`src/rtl/regfile_2r1w_sb.sv`:
```
// 2-read/1-write register file with registered reads, optional write-to-read bypass,
// optional hardwired-zero register 0 and a per-register busy scoreboard.
module regfile_2r1w_sb #(
    parameter int DATA_W   = 8,
    parameter int DEPTH    = 8,
    parameter int ADDR_W   = $clog2(DEPTH),
    parameter int ZERO_REG = 0,
    parameter int BYPASS   = 1
) (
    input  logic              clk,
    input  logic              rst,
    input  logic              rd_en,
    input  logic [ADDR_W-1:0] raddr1,
    input  logic [ADDR_W-1:0] raddr2,
    output logic [DATA_W-1:0] rdata1,
    output logic [DATA_W-1:0] rdata2,
    output logic              rvalid,
    input  logic              we,
    input  logic [ADDR_W-1:0] waddr,
    input  logic [DATA_W-1:0] wdata,
    input  logic              rsv_en,
    input  logic [ADDR_W-1:0] rsv_addr,
    output logic              busy1,
    output logic              busy2
);

    localparam logic [ADDR_W:0] DEPTH_C = (ADDR_W+1)'(DEPTH);

    logic [DATA_W-1:0] r_mem [DEPTH];
    logic [DATA_W-1:0] r_rdata1;
    logic [DATA_W-1:0] r_rdata2;
    logic              r_rvalid;
    logic [DEPTH-1:0]  r_busy;

    logic              w_wr_ok;
    logic              w_rsv_ok;
    logic [DEPTH-1:0]  w_busy_nxt;
    logic [DATA_W-1:0] w_rval1;
    logic [DATA_W-1:0] w_rval2;

    // Address names a real register that accepts writes and reservations.
    function automatic logic addr_legal(input logic [ADDR_W-1:0] a);
        logic in_rng;
        logic is_zero;
        in_rng  = ({1'b0, a} < DEPTH_C);
        is_zero = (ZERO_REG != 0) && (a == {ADDR_W{1'b0}});
        return in_rng && !is_zero;
    endfunction

    // Out-of-range and zero-register addresses read as zero; bypass takes same-edge write data.
    function automatic logic [DATA_W-1:0] read_val(input logic [ADDR_W-1:0] a,
                                                   input logic [DATA_W-1:0] stored);
        logic [DATA_W-1:0] v;
        if (!addr_legal(a)) begin
            v = {DATA_W{1'b0}};
        end else if ((BYPASS != 0) && we && (waddr == a)) begin
            v = wdata;
        end else begin
            v = stored;
        end
        return v;
    endfunction

    // Port legality, read data selection and scoreboard next state (set beats clear).
    always_comb begin
        w_wr_ok    = we && addr_legal(waddr);
        w_rsv_ok   = rsv_en && addr_legal(rsv_addr);
        w_rval1    = read_val(raddr1, r_mem[raddr1]);
        w_rval2    = read_val(raddr2, r_mem[raddr2]);
        w_busy_nxt = r_busy;
        if (w_wr_ok) begin
            w_busy_nxt[waddr] = 1'b0;
        end else begin
            w_busy_nxt = w_busy_nxt;
        end
        if (w_rsv_ok) begin
            w_busy_nxt[rsv_addr] = 1'b1;
        end else begin
            w_busy_nxt = w_busy_nxt;
        end
    end

    // Busy lookups are combinational so decode sees reservations without a cycle of lag.
    always_comb begin
        busy1 = addr_legal(raddr1) ? r_busy[raddr1] : 1'b0;
        busy2 = addr_legal(raddr2) ? r_busy[raddr2] : 1'b0;
    end

    // Register array storage.
    always_ff @(posedge clk or negedge rst) begin
        if (!rst) begin
            for (int i = 0; i < DEPTH; i++) begin
                r_mem[i] <= {DATA_W{1'b0}};
            end
        end else if (w_wr_ok) begin
            r_mem[waddr] <= wdata;
        end else begin
            r_mem[0] <= r_mem[0];
        end
    end

    // Registered read ports, valid strobe and scoreboard bits.
    always_ff @(posedge clk or negedge rst) begin
        if (!rst) begin
            r_rdata1 <= {DATA_W{1'b0}};
            r_rdata2 <= {DATA_W{1'b0}};
            r_rvalid <= 1'b0;
            r_busy   <= {DEPTH{1'b0}};
        end else begin
            if (rd_en) begin
                r_rdata1 <= w_rval1;
                r_rdata2 <= w_rval2;
                r_rvalid <= 1'b1;
            end else begin
                r_rvalid <= 1'b0;
            end
            r_busy <= w_busy_nxt;
        end
    end

    assign rdata1 = r_rdata1;
    assign rdata2 = r_rdata2;
    assign rvalid = r_rvalid;

endmodule

```
`config.mk`:
```
export PLATFORM = sky130hd
export DESIGN_NAME = regfile_2r1w_sb
export DESIGN_NICKNAME = d
export VERILOG_FILES = /design/src/rtl/regfile_2r1w_sb.sv
export SDC_FILE = /design/constraint.sdc
export NUM_CORES = 1
export LEC_CHECK = 0
export ABC_AREA = 1
export CAP_MARGIN = 5
export CORE_MARGIN = 2
export CORE_UTILIZATION = 50
export CTS_CLUSTER_DIAMETER = 200
export DETAILED_ROUTE_END_ITERATION = 8
export PLACE_DENSITY_LB_ADDON = 0.08
export SETUP_SLACK_MARGIN = 0.5
export SYNTH_ARGS = -nofsm -noshare
export SYNTH_HDL_FRONTEND = slang
export SYNTH_SLANG_ARGS = --single-unit
```
`constraint.sdc`:
```
create_clock -name clk -period 1 [get_ports clk]
set_input_delay 0.1 -clock clk [delete_from_list [all_inputs] [get_ports clk]]
set_output_delay 0.1 -clock clk [all_outputs]
set_load 0.005 [all_outputs]
```
==> impl_metrics.ini <==
[run_status]
status = finished with violations
violations = hold timing, setup timing

[cells_and_area]
instances_no_fill = 1031
drive_gt1_share_pct = 52.8
utilization_pct = 83.8
fin_nets = 918
multiInputGateArea_sq_mm = 0.00334
seqCellArea_sq_mm = 0.00223
final_cell_mix = nand2_1 (159), dfrtp_1 (88), nand2_2 (68)
fill_cells = 566
syn_to_final_growth_pct = 62.3
final_common_cell = nand2_1
antenna_cells = 0

[pwr]
p_int_uw = 7750
power_uw = 12000
seqPwrFrac_pct = 40.3
swShare_pct = 35.4
pwr-share-comb_pct = 35.9
power_leakage_uw = 0.00403
ir_drop_mv = 1.00
cellPowerDensity_mw_per_mm2 = 1460
switchingPower_uw = 4240
clock_power_share_pct = 23.8

[placement]
dp.cells = 959
gp_congestion = 0.919
dp_hpwl_microns = 11900
pre_cts_ws_ns = -0.774
io_buffers = 43

[sta]
max_freq_ghz = 0.634
worst_slew_pin_slew_ns = 0.443
clock_skew_ns = 0.00648
slew_headroom_pct = 70.5
post-route-period-util_pct = 158
rsz0062_at_grt = yes
final_hold_viol_count = 89
finalSetupViolations = 19
slew_violations = 0
post-route-min-period_ns = 1.58
fin_ws_ns = -0.578
whs_ns = -0.345

[critical_path]
crit_type = reg2out
worstPathMaxFanout = 3
start_kind = flop
required_ns = 0.90
cp.arrival_ns = 1.48
end_kind = primary output

[floorplan]
row_count = 36
coreArea_sq_mm = 0.00982
initial_utilization_pct = 51.6
dieWidth_microns = 105
ios = 44
die_h_microns = 105
die_area_sq_mm = 0.0110

[global_routing]
grt_antenna_before_repair = 0
grt_max_degree = 25
grt_pass1_vias = 5853
grt.total_usage_pct = 34.2
grt_pass1_wl_microns = 29200
overflow = 0

[clock_network]
htree_levels = 3
clk_pin_slew_ns = 0.09
cts_root_buf = clkbuf_8
clk-insertion-delay-late_ns = 0.38
cts_inserted_buffers = 9
cts_tree = built
clk_path_buf_depth = 2
cts_sinks = 89

[yosys]
synth_area_leader_cell = dfrtp_1
yosysSeqAreaShare_pct = 43.9
yosys_warnings = 0
ys_ff_latch = 89
synth.distinct_cells = 19
syn_avg_cell_area_sq_um = 6.83
syn-cell-area_sq_mm = 0.00507
syn_inst = 742
syn-num-nets = 767
ys_top_cells_by_area = dfrtp_1 (44%), nand2_1 (19%), nand3_1 (12%)
synth_top_area_share_pct = 43.9

[flow_run]
maxCapViolCount = 0

[drt]
wl_per_cell_microns = 19.3
antenna_left = 0
vias = 6069
drt-total-wl_microns = 19900
drt-initial-drc-count = 549
via_per_inst = 5.89
drc = 0
first_pass_iters = 7

[hold_path]
hold_path.class = in2async
-- sequential cells by signal (all words and copies together), names as in the netlist --
| register | flops |
|---|---|
| rvalid | 1 |
| r_mem | 64 |
| rdata1 | 8 |
| rdata2 | 8 |
| r_busy | 8 |
-- metrics by stage --
| stage | setup TNS, ns | hold slack [ns] | cell area [sq um] |
|---|---|---|---|
| after floorplan | 0 | -0.196 | 5340 |
| after global placement | -50.66 | 0.0474 | 6430 |
| after detailed placement | -53.75 | 0.0545 | 6430 |
| after CTS | -1.04 | -0.344 | 7590 |
| after global routing | -2.46 | -0.344 | 8230 |
| final | -1.57 | -0.345 | 8230 |
-- per-layer routing --
metal	up-vias	part of all wire, %	global-route usage [%]
li1	2676	-	-
met1	2895	36	41.3
met2	389	49	59.8
met3	109	7.2	5.05
met4	0	6.9	16.4
met5	-	0	0
-- worst paths after layout --
kind | start | endpoint | slack, ns | cells after the start
max | r_busy[1] | busy1 | -0.58 | 7
min | rst | r_mem[29] | -0.34 | 1
min reg2reg | rdata1[3] | rdata1[3] | 0.49 | 2
max reg2reg | r_mem[35] | rdata1[3] | -0.11 | 6
min in group clk | rd_en | rvalid | 0.25 | 2
max in group asynchronous | rst | r_mem[3] | 0.85 | 2
-- worst max-delay path: stages, from the launching register on --
cell and delay [ns]:
dfrtp_1 0.36, inv_2 0.06, a21oi_2 0.15, o21ai_1 0.09, o21ai_1 0.09, nand2_1 0.11, nand2_1 0.13, buf_2 0.13
-- cells in the mapped netlist, drive strengths merged --
library cell and n:
clkbuf 12, nor2 48, inv 84, o21ai 89
buf 29, nand3 120, dfrtp 89, clkinv 2
a21oi 14, nand2 253, o22ai 2
-- logic make-up after synthesis --
kind of cell	Yosys count	share of synthesized area [%]
and+or+nand+nor	421	35.3
AOI/OAI and AO/OA	105	10.7
DFF	89	43.9
buffers and inverters	127	10.1
-- repair_timing --
| action | in CTS | in global routing |
|---|---|---|
| setup endpoints to repair | 108 | 107 |
| gates resized for setup | 325 | 155 |
| endpoints found under the hold margin | 89 | 33 |
| gates cloned | 6 | 0 |
| buffers inserted | 40 | 10 |
| pin swaps | 91 | 72 |
-- cell type report --
type / count / share of cell area [%]
multi-input combinational: 527 / 40.6
timing repair buffer: 179 / 22.5
tap: 133 / 2.02
timing repair inverter: 1 / 0.0760
inverter: 86 / 5.08
sequential: 89 / 27.1
clock inverter: 5 / 0.958
clock buffer: 11 / 1.72
-- power by group through the flow --
stage          logic (uW)  registers, uW  clock network, uW
2_1_floorplan        1750           4660                  0
3_3_place_gp         2860           4750                  0
3_5_place_dp         2940           4770                  0
4_1_cts              3610           4740               2830
5_1_grt              4640           4890               2980
6_report             4310           4830               2850
No activity file was read; power rests on OpenSTA's default activity.
